[src/rtl/pmod_io_ctrl.sv]
// pmod_io_ctrl: bus-mapped controller for the 4-button / 4-LED PMOD.
// Buttons are synchronized, debounced and turned into sticky W1C press/release
// events with a maskable level IRQ. Each LED is driven by an 8-bit PWM whose
// duty is double-buffered so a new value only takes effect at period start.
module pmod_io_ctrl #(
  parameter int DEB_CYCLES = 50000,
  parameter int PWM_DIV    = 64
) (
  input  logic        CLK,
  input  logic        RESN,
  input  logic [1:0]  ADDR,
  input  logic        WR,
  input  logic        RD,
  input  logic [3:0]  BE,
  input  logic [31:0] DATAI,
  output logic [31:0] DATAO,
  output logic        ACK,
  input  logic [3:0]  BTN_RAW,
  output logic [3:0]  LED_OUT,
  output logic        IRQ
);

  localparam int DCW = $clog2(DEB_CYCLES);
  localparam logic [DCW-1:0] DEB_LAST = DCW'(DEB_CYCLES - 1);
  localparam int PCW = (PWM_DIV > 1) ? $clog2(PWM_DIV) : 1;
  localparam logic [PCW-1:0] PRE_LAST = PCW'(PWM_DIV - 1);

  logic [3:0]     sync1_q, sync2_q;
  logic [3:0]     stable_q, stable_d;
  logic [DCW-1:0] deb_cnt_q [4];
  logic [DCW-1:0] deb_cnt_d [4];
  logic [3:0]     accept;
  logic [7:0]     ev_q, ev_d, ev_set, ev_clr;
  logic [7:0]     irqen_q;
  logic           irq_q;
  logic [31:0]    shadow_q, duty_q;
  logic [PCW-1:0] pre_q, pre_d;
  logic [7:0]     phase_q, phase_d;
  logic           started_q;
  logic           tick, load;
  logic [3:0]     led_q, led_d;
  logic           ack_q;
  logic [31:0]    dato_q, rdata;
  logic           wr_ev, wr_irqen, wr_led;

  assign wr_ev    = WR && (ADDR == 2'd1) && BE[0];
  assign wr_irqen = WR && (ADDR == 2'd2) && BE[0];
  assign wr_led   = WR && (ADDR == 2'd3);

  // Per-bit debounce: count while the synced level differs, accept on the last count
  always_comb begin
    stable_d = stable_q;
    accept   = '0;
    for (int i = 0; i < 4; i++) begin
      deb_cnt_d[i] = '0;
      if (sync2_q[i] != stable_q[i]) begin
        if (deb_cnt_q[i] == DEB_LAST) begin
          accept[i]   = 1'b1;
          stable_d[i] = sync2_q[i];
        end else begin
          deb_cnt_d[i] = deb_cnt_q[i] + 1'b1;
        end
      end
    end
  end

  // Two-flop synchronizer feeding the debouncer state
  always_ff @(posedge CLK or negedge RESN) begin
    if (!RESN) begin
      sync1_q  <= '0;
      sync2_q  <= '0;
      stable_q <= '0;
      for (int i = 0; i < 4; i++) deb_cnt_q[i] <= '0;
    end else begin
      sync1_q  <= BTN_RAW;
      sync2_q  <= sync1_q;
      stable_q <= stable_d;
      for (int i = 0; i < 4; i++) deb_cnt_q[i] <= deb_cnt_d[i];
    end
  end

  // Press sets [3:0], release sets [7:4]; a set beats a same-cycle clear
  assign ev_set = {accept & stable_q, accept & ~stable_q};
  assign ev_clr = wr_ev ? DATAI[7:0] : 8'h00;
  assign ev_d   = (ev_q & ~ev_clr) | ev_set;

  // Event flags, interrupt mask and registered interrupt level
  always_ff @(posedge CLK or negedge RESN) begin
    if (!RESN) begin
      ev_q    <= '0;
      irqen_q <= '0;
      irq_q   <= 1'b0;
    end else begin
      ev_q  <= ev_d;
      irq_q <= |(ev_q & irqen_q);
      if (wr_irqen) irqen_q <= DATAI[7:0];
    end
  end

  // Read data selection from the current register contents
  always_comb begin
    rdata = '0;
    case (ADDR)
      2'd0: rdata = {28'h0, stable_q};
      2'd1: rdata = {24'h0, ev_q};
      2'd2: rdata = {24'h0, irqen_q};
      2'd3: rdata = shadow_q;
      default: rdata = '0;
    endcase
  end

  // Single-cycle acknowledge; writes (including write+read) return zero
  always_ff @(posedge CLK or negedge RESN) begin
    if (!RESN) begin
      ack_q  <= 1'b0;
      dato_q <= '0;
    end else begin
      ack_q  <= WR | RD;
      dato_q <= (RD && !WR) ? rdata : 32'h0;
    end
  end

  assign tick    = (pre_q == PRE_LAST);
  assign load    = tick && ((phase_q == 8'hFF) || !started_q);
  assign pre_d   = tick ? '0 : pre_q + 1'b1;
  assign phase_d = tick ? phase_q + 8'd1 : phase_q;

  // LED comparator: on while duty exceeds the current phase
  always_comb begin
    led_d = '0;
    for (int i = 0; i < 4; i++) led_d[i] = (duty_q[8*i +: 8] > phase_q);
  end

  // PWM timebase, shadow duty written by the bus, active duty loaded at period start
  always_ff @(posedge CLK or negedge RESN) begin
    if (!RESN) begin
      pre_q     <= '0;
      phase_q   <= '0;
      started_q <= 1'b0;
      shadow_q  <= '0;
      duty_q    <= '0;
      led_q     <= '0;
    end else begin
      pre_q   <= pre_d;
      phase_q <= phase_d;
      led_q   <= led_d;
      if (tick) started_q <= 1'b1;
      if (load) duty_q <= shadow_q;
      for (int i = 0; i < 4; i++)
        if (wr_led && BE[i]) shadow_q[8*i +: 8] <= DATAI[8*i +: 8];
    end
  end

  assign DATAO   = dato_q;
  assign ACK     = ack_q;
  assign LED_OUT = led_q;
  assign IRQ     = irq_q;

endmodule
[config.mk]
export PLATFORM = sky130hd
export DESIGN_NAME = pmod_io_ctrl
export DESIGN_NICKNAME = d
export VERILOG_FILES = /design/src/rtl/pmod_io_ctrl.sv
export SDC_FILE = /design/constraint.sdc
export NUM_CORES = 1
export LEC_CHECK = 0
export CAP_MARGIN = 5
export CORE_UTILIZATION = 45
export CTS_CLUSTER_SIZE = 25
export DETAILED_ROUTE_END_ITERATION = 12
export GPL_TIMING_DRIVEN = 0
export PLACE_DENSITY = 0.67
export SLEW_MARGIN = 20
export SYNTH_ARGS = -nofsm -noshare
export SYNTH_HDL_FRONTEND = slang
export SYNTH_SLANG_ARGS = --single-unit
[constraint.sdc]
create_clock -name CLK -period 2.15 [get_ports CLK]
set_input_delay 0.3225 -clock CLK [delete_from_list [all_inputs] [get_ports CLK]]
set_output_delay 0.3225 -clock CLK [all_outputs]
set_load 0.03 [all_outputs]
==> metrics.cfg, run 1 <==
[global_route]
grt_max_degree = 99
grt_pass1_wl_um = 30600
grt_pass1_vias = 5934
grt_usage_pct = 17.9
grt_remaining_overflow = 0
antenna_found_initial = 0

[clock_network]
clockBufferDepth = 3
clock_sinks = 209
cts-root-buf = clkbuf_16
path_clk_slew_ns = 0.06
cts_tree = yes
h-tree-depth = 1
numCtsBuffers = 23
clk_latency_ns = 0.50

[routing]
ant_nets = 0
viasPerCell = 5.16
firstDrtPassIters = 4
vias = 6078
wl_per_cell_um = 15.4
drt_iter0_drc = 307
postRouteWirelength_um = 18200
route.detailed.drc = 0

[pwr]
ir_worst_vdd_mv = 0.521
power.density_nw_per_um2 = 767
cellLeakagePower_nw = 4.97

[floorplanning]
core_um2 = 20200
dieHeight_um = 145
start_util_pct = 45.8
dieWidth_um = 145
io_pins = 84
row_count = 52
dieArea_um2 = 21200

[synthesis]
netlist_area_um2 = 9260
synth_top_area_share_pct = 56.5
yosys-top-cells-area = dfrtp_1 (56%), mux2_2 (9.6%), xnor2_1 (5.3%), ha_1 (5.1%), nor2_1 (3.4%)
yosys.area.top_type = dfrtp_1
avgSynthCellArea_um2 = 11.9
synth_edf_count = 0
syn_inst = 778
synth_cell_types = 47
syn_nets = 862
synth-seq-cells = 209
synth-async-reset-ratio_pct = 100
synthFlopType = dfrtp_1
synth_warnings = 0
seq_area_frac_synth_pct = 56.5

[sta]
fin_crit_ns = 2.10
timing.final.crit_share_pct = 97.5
max_freq_ghz = 0.477
whs_ns = 0.262
worst-slew-pin-transition_ns = 0.840
finClkSkew_ns = 0.0107
max_slew_margin_pct = 43.5
setup_viol = 0
hold_viol = 0
final_max_slew_viol_count = 0

[hold_path]
worstHoldPathCells = 1
hp-class = primary input to flip-flop

[critical_path]
cp-start-kind = flip-flop
required_ns = 2.53
cp.arrival_ns = 2.48
path_max_fanout = 4
critPathCaptureType = flip-flop
critPathKind = flip-flop to flip-flop
worst-r2r-cell-count = 4

[placed_design]
dp_cells = 1133
port_buffers = 83
gp_congestion = 0.793
hpwl_um = 12600

[finish]
synthToLayoutAreaGrowth_pct = 21.9
layout.nets = 979
drive_above_1_share_pct = 16.2
final_cells = 1179
insertedDiodeCount = 0

[job]
cap_violations = 0

[status]
outcome = finished clean

-- timing repair --
item | 4_1_cts | 5_1_grt
endpoints found under the setup margin | 49 | 81
resized for setup | 2 | 21
setup buffers | 0 | 6
endpoints found under the hold margin | 32 | 0
hold buffers | 1 | 0
pin swaps | 0 | 6
-- Yosys cell counts, drive strengths merged, types with 10 or more instances --
master and count:
nand3 30, xnor2 56, nor3 16, ha 38, and2 25, nor4 18
inv 27, dfrtp 209, mux2 80, o21ai 16, nor2 86, and3 10
nand2 44, a21oi 14, nand4 23
-- power breakdown --
group          switching (mW)  total [mW]  leakage, nW  internal, mW
Sequential              0.173        4.35         2.78          4.18
Combinational           0.315       0.675         1.85         0.360
Clock                    1.49        3.62        0.346          2.13
Total                    1.98        8.65         4.97          6.67
-- state kept, by name, indices dropped and copies added (netlist names) --
name / count
duty_q: 32
phase_q: 8
ACK: 1
ev_q: 8
DATAO: 32
IRQ: 1
started_q: 1
shadow_q: 32
irqen_q: 8
stable_q: 4
pre_q: 6
deb_cnt_q: 64
LED_OUT: 4
sync2_q: 4
sync1_q: 4
-- worst paths after layout --
kind	from	to	slack [ns]
max	deb_cnt_q[45]$_DFF_PN0_	stable_q[1]$_DFFE_PN0N_	0.05
min	BTN_RAW[0]	sync1_q[0]$_DFF_PN0_	0.26
max reg2reg	deb_cnt_q[45]$_DFF_PN0_	stable_q[1]$_DFFE_PN0N_	0.05
min reg2reg	sync1_q[2]$_DFF_PN0_	sync2_q[2]$_DFF_PN0_	0.35
max in group asynchronous	RESN	deb_cnt_q[45]$_DFF_PN0_	0.67
min in group asynchronous	RESN	DATAO[21]$_DFF_PN0_	0.29
-- logic make-up (layout without fill, tap and decap cells) --
| group | Yosys count | after routing | share of synthesized area (%) |
|---|---|---|---|
| and+or+nand+nor | 285 | 285 | 15.6 |
| AOI/OAI and AO/OA | 52 | 52 | 3.72 |
| muxes | 88 | 88 | 11.1 |
| buffers and inverters | 42 | 173 | 1.84 |
| xor gates and xnor gates | 64 | 64 | 6.05 |
| DFF | 209 | 209 | 56.5 |
| adders and majority gates | 38 | 38 | 5.14 |
-- placed cells by master (no fill, tap or decap), drive strengths merged, types with 8 or more instances in the layout --
cell type	netlist	layout
ha	38	38
nand2	44	44
nand2b	8	8
a22oi	8	8
a21oi	14	14
nor2	86	86
clkbuf	9	43
clkdlybuf4s50	0	82
nor4	18	18
o21ai	16	16
buf	6	15
inv	27	27
mux2	80	80
nor2b	9	9
nor3	16	16
xnor2	56	56
dfrtp	209	209
and3	10	10
nand3	30	30
and2	25	25
nand4	23	23
xor2	8	8
-- per-layer routing --
| layer | up-vias | share of wire, % | global-route usage, % |
|---|---|---|---|
| met4 | 0 | 1.9 | 4.68 |
| met1 | 3011 | 48 | 24.8 |
| li1 | 2945 | - | - |
| met3 | 31 | 3.3 | 3.04 |
| met2 | 91 | 47 | 29.2 |
| met5 | - | 0 | 0 |
-- worst max-delay path: stages (launching register included) --
cell	delay, ns
dfrtp_2	0.43
or4_4	0.53
or4_4	0.59
nor2_4	0.14
mux2_4	0.30
-- per-stage QoR --
step	cell area [µm²]	setup WS (ns)	power, mW	TNS [ns]	util [%]
2_1_floorplan	9260	0.113	4.74	0	-
3_3_place_gp	10400	-8.00	5.08	-1684.49	51.5
3_5_place_dp	10500	-0.554	5.10	-18.15	51.8
4_1_cts	11200	-0.0746	8.78	-1.74	55.4
5_1_grt	11300	-0.00231	9.03	-0.00231	55.8
6_report	11300	0.0540	8.65	0	55.8
-- final cells by class --
cell class              count  area [µm²]
fillers                  1717        8950
flip-flops and latches    209        5230
clock buffers              34         667
multi-input cells         527        3880
repair buffers             92         946
plain buffers              15        92.6
clock inverters             5        25.0
well taps                 270         338
inverters                  27         101
Power figures use the tool's default switching activity.
==> run 2: changes to the inputs <==
Settings changed: CTS_BUF_LIST set to sky130_fd_sc_hd__clkbuf_8 sky130_fd_sc_hd__clkbuf_16, PLACE_DENSITY 0.67 to not set.
Clock period 2.15 ns to 2.4 ns, I/O delays scaled along.
==> metrics.cfg, run 2 (same netlist as run 1, synthesis figures left out) <==
[routing]
route.detailed.drc = 0
firstDrtPassIters = 4
ant_nets = 0
wl_per_cell_um = 15.6
postRouteWirelength_um = 18300
vias = 6140
drt_iter0_drc = 308
viasPerCell = 5.21

[finish]
insertedDiodeCount = 0
layout.nets = 974
synthToLayoutAreaGrowth_pct = 22.0
layout_common_cells = dfrtp_1 (209), nor2_1 (85), clkdlybuf4s50_1 (82), mux2_2 (79), xnor2_1 (56)
largest_reg_flops = 64
mostFrequentLayoutCell = dfrtp_1
regMostFlops = deb_cnt_q
drive_above_1_share_pct = 15.1
final_area_um2 = 11300
utilization_pct = 55.8

[critical_path]
max_stage_delay_ns = 0.64
worst-r2r-cell-count = 5
reg2reg_to = deb_cnt_q[9]$_DFF_PN0_
r2r_setup_slack_ns = 0.21
critPathCaptureType = flip-flop
required_ns = 2.76
cp-start-kind = flip-flop
path_max_fanout = 10
cp.arrival_ns = 2.56
reg2reg_from = deb_cnt_q[0]$_DFF_PN0_
critPathKind = flip-flop to flip-flop
path_cells = ha_1, nand3_1, o41ai_2, clkbuf_1, nor2_1
cp_slowest_cell = o41ai_2

[floorplanning]
dieHeight_um = 145
row_count = 52
dieArea_um2 = 21200
io_pins = 84
dieWidth_um = 145
start_util_pct = 45.8
core_um2 = 20200

[global_route]
grt_remaining_overflow = 0
grt_max_degree = 81
grt_usage_pct = 18.2
antenna_found_initial = 0
grt_pass1_vias = 6238
grt_pass1_wl_um = 31400

[clock_network]
h-tree-depth = 1
numCtsBuffers = 24
cts_tree = yes
clock_sinks = 209
clk_latency_ns = 0.51
path_clk_slew_ns = 0.06
ctsHoldBuffers = 1
cts-root-buf = clkbuf_16
clockBufferDepth = 3
cts_setup_buffers = 0
postCtsResizedCells = 0

[placed_design]
port_buffers = 83
dpl_cell_area_um2 = 10500
gp_congestion = 0.846
hpwl_um = 12800

[sta]
rsz0062_at_grt = false
max_freq_ghz = 0.456
final_max_slew_viol_count = 0
finClkSkew_ns = 0.00880
timing.final.crit_share_pct = 91.4
whs_ns = 0.295
fin_crit_ns = 2.19
max_slew_margin_pct = 46.2
setup_viol = 0
hold_viol = 0
timing.setup.tns_ns = 0
worst-slew-pin-transition_ns = 0.799

[pwr]
power.density_nw_per_um2 = 717
power_mw = 8.10
cellLeakagePower_nw = 4.98
ir_worst_vdd_mv = 0.390

[hold_path]
worstHoldPathCells = 1
hold_end = sync1_q[3]$_DFF_PN0_
min-delay-start = BTN_RAW[3]
hp-class = primary input to flip-flop

[status]
outcome = finished clean

[job]
cap_violations = 0

## run 2: cell types whose count changed in the layout (fill, tap and decap cells not counted), moves of 3 or more
cell      delta
buf_4        -6
inv_1        +6
clkbuf_2     -3
buf_6        -3
clkbuf_1     -3
## run 2: worst max-delay path by stage
stage	start	to	slack, ns
2_1_floorplan	deb_cnt_q[44]$_DFF_PN0_	stable_q[1]$_DFFE_PN0N_	0.36
3_3_place_gp	RESN	deb_cnt_q[38]$_DFF_PN0_	-7.51
3_5_place_dp	ADDR[1]	DATAO[25]$_DFF_PN0_	-0.35
4_1_cts	ADDR[1]	DATAO[25]$_DFF_PN0_	0.18
5_1_grt	ADDR[1]	DATAO[30]$_DFF_PN0_	0.02
6_report	deb_cnt_q[0]$_DFF_PN0_	deb_cnt_q[9]$_DFF_PN0_	0.21
## run 2: power breakdown
group          internal, mW  switching (mW)
Clock                  2.21            1.38
Sequential             3.75           0.155
Combinational         0.320           0.281
## run 2: through the flow
step / worst slack [ns] / instances
global placement: -7.51 / 1131
CTS: 0.181 / 1178
finish: 0.206 / 1178
global route: 0.0165 / 1178
floorplan: 0.363 / 778
detailed placement: -0.353 / 1133
## run 2: critical path, delay by kind of cell (launching register included)
| kind | cells | cell delay, ns |
|---|---|---|
| compound gates | 1 | 0.64 |
| buf+inv | 1 | 0.43 |
| flops | 1 | 0.39 |
| simple gates | 2 | 0.39 |
| fa+ha+maj | 1 | 0.20 |
## run 2: routing by layer
| metal | global-route usage (%) | up-vias | routed length (µm) |
|---|---|---|---|
| met5 | 0 | - | 0 |
| met4 | 5.63 | 0 | 432 |
| met3 | 3.17 | 37 | 708 |
| met2 | 30.5 | 123 | 9040 |
| met1 | 24.2 | 3038 | 8170 |
| li1 | - | 2942 | - |
## run 2: final cells by class
type	count	area, µm²
fillers	1668	8940
inverters	27	101
repair buffers	86	901
plain buffers	15	68.8
well taps	270	338
flip-flops and latches	209	5230
clock inverters	15	118
clock buffers	29	681
multi-input cells	527	3860
==> run 3: changes to the inputs <==
Settings changed: PLACE_DENSITY set to 0.67, SETUP_SLACK_MARGIN set to 0.02, SLEW_MARGIN 20 to not set.
Clock period 2.4 ns to 1.85 ns, I/O delays scaled along.
==> metrics.cfg, run 3 (same netlist as run 1, synthesis figures left out) <==
[sta]
final_max_slew_viol_count = 0
fin_crit_ns = 2.05
fin_ws_ns = -0.199
max_freq_ghz = 0.488
setup_viol = 17
finClkSkew_ns = 0.0161
rsz0062_at_grt = true
worst-slew-pin-transition_ns = 0.748
max_slew_margin_pct = 50.1
hold_viol = 0
timing.final.crit_share_pct = 111

[critical_path]
critPathKind = flip-flop to flip-flop
cp.buffers_inverters = 0
critPathCaptureType = flip-flop
crit_cells = 4
path_max_fanout = 2
max_stage_delay_ns = 0.57
cp-startpoint = deb_cnt_q[36]$_DFF_PN0_
cp_slowest_cell = or4_4
reg2reg_to = stable_q[1]$_DFFE_PN0N_
r2r_setup_slack_ns = -0.20
critical-path-top-delay-family = simple AND/OR/NAND/NOR gates
path_cells = or4_4, or4_4, nor2_4, mux2_4
required_ns = 2.22
crit_path_frequent_cell = or4_4
cp.arrival_ns = 2.42
reg2reg_from = deb_cnt_q[36]$_DFF_PN0_
timing.critical_path.to = stable_q[1]$_DFFE_PN0N_
worst-r2r-cell-count = 4
cp-start-kind = flip-flop

[clock_network]
numCtsBuffers = 23
clk_latency_ns = 0.50
h-tree-depth = 1
cts_tree = yes
cts-root-buf = clkbuf_16
clock_sinks = 209
path_clk_slew_ns = 0.06
clockBufferDepth = 3

[global_route]
grt_pass1_wl_um = 30100
antenna_found_initial = 0
grt_pass1_vias = 6177
grt_remaining_overflow = 0
grt_usage_pct = 17.4
grt_max_degree = 112

[routing]
drt_iter0_drc = 279
ant_nets = 0
route.detailed.drc = 0
viasPerCell = 5.09
postRouteWirelength_um = 17900
wl_per_cell_um = 15.0
firstDrtPassIters = 4
vias = 6062

[pwr]
combPwrFrac_pct = 7.8
cellLeakagePower_nw = 5.12
switching_share_pct = 22.6
power_frac_seq_pct = 49.5
ir_worst_vdd_mv = 0.722
internal-power_mw = 7.91
power.density_nw_per_um2 = 885
pwr-share-clk_pct = 42.7
power_switching_mw = 2.31

[floorplanning]
dieWidth_um = 145
row_count = 52
dieHeight_um = 145
core_um2 = 20200
dieArea_um2 = 21200
io_pins = 84
start_util_pct = 45.8

[finish]
insertedDiodeCount = 0
drive_above_1_share_pct = 20.7
utilization_pct = 57.1
largest_reg_flops = 64
regMostFlops = deb_cnt_q
layout.nets = 991
layout_common_cells = dfrtp_1 (207), mux2_2 (78), clkdlybuf4s50_1 (77), nor2_1 (71), xnor2_1 (56)
final_area_um2 = 11600
mostFrequentLayoutCell = dfrtp_1
fill_cells = 1693
synthToLayoutAreaGrowth_pct = 24.8

[placed_design]
dpl_cell_area_um2 = 10500
port_buffers = 83
gp_congestion = 0.814
hpwl_um = 12100

[status]
violations = setup timing
outcome = complete, but fails checks

[hold_path]
hp-class = primary input to flip-flop

[job]
cap_violations = 0

==> run 3: cell count changes in the layout (fill, tap and decap cells not counted), moves of 3 or more <==
cell | before | now
buf_4 | 0 | 17
nor2_1 | 85 | 71
nor2_2 | 0 | 14
buf_6 | 1 | 7
clkbuf_1 | 9 | 4
clkdlybuf4s50_1 | 82 | 77
inv_1 | 33 | 28
dlymetal6s2s_1 | 0 | 3
or4_1 | 3 | 0
or4_4 | 1 | 4
==> run 3: power by group through the flow <==
stage | sequential, mW | clock [mW] | combinational (mW)
detailed placement | 5.14 | 0 | 0.782
CTS | 5.06 | 4.49 | 0.802
finish | 5.07 | 4.37 | 0.793
global placement | 5.14 | 0 | 0.763
global route | 5.10 | 4.67 | 0.872
floorplan | 5.14 | 0 | 0.362
==> run 3: cell type report <==
type | instances | area, µm² | area share (%)
inverters | 27 | 101 | 0.877
well taps | 270 | 338 | 2.92
plain buffers | 14 | 114 | 0.986
clock inverters | 9 | 72.6 | 0.628
clock buffers | 29 | 658 | 5.70
multi-input cells | 527 | 4000 | 34.6
repair buffers | 105 | 1040 | 9.00
flip-flops and latches | 209 | 5230 | 45.3
==> run 3: worst register-to-register path: stages, from the launching register on <==
cell and delay (ns):
dfrtp_2 0.40, or4_4 0.54, or4_4 0.57, nor2_4 0.13, mux2_4 0.30
==> run 3: through the flow <==
stage,cells,hold slack [ns],worst slack (ns),TNS [ns],power (mW)
4_1_cts,1181,0.204,-0.254,-3.54,10.4
2_1_floorplan,778,-0.0181,-0.187,-1.29,5.50
6_report,1190,0.224,-0.199,-2.73,10.2
3_5_place_dp,1132,0.336,-0.682,-39.36,5.93
5_1_grt,1190,0.219,-0.239,-3.43,10.6
3_3_place_gp,1131,0.335,-8.36,-1782.41,5.90
==> run 3: worst min path at each step <==
stage / start / to / slack [ns] / depth (start not counted)
after floorplan: RESN / ACK$_DFF_PN0_ / -0.02 / 0
after global placement: sync1_q[3]$_DFF_PN0_ / sync2_q[3]$_DFF_PN0_ / 0.33 / 0
after detailed placement: sync1_q[2]$_DFF_PN0_ / sync2_q[2]$_DFF_PN0_ / 0.34 / 0
after CTS: BTN_RAW[0] / sync1_q[0]$_DFF_PN0_ / 0.20 / 1
after global routing: BTN_RAW[3] / sync1_q[3]$_DFF_PN0_ / 0.22 / 1
final: BTN_RAW[0] / sync1_q[0]$_DFF_PN0_ / 0.22 / 1
==> run 3: repair_timing <==
action	4_1_cts	5_1_grt
buffers inserted	10	9
gates cloned	1	0
pin swaps	8	11
resized for setup	31	27
hold buffers	1	0
endpoints found under the setup margin	111	107
hold endpoints to repair	98	0
==> run 3: layer usage <==
layer | GRT usage, % | vias to the layer above | share of wire [%]
met2 | 29.4 | 94 | 49
met4 | 4.05 | 0 | 1.7
met5 | 0 | - | 0
met3 | 3.61 | 21 | 4.2
li1 | - | 2974 | -
met1 | 23.0 | 2973 | 46
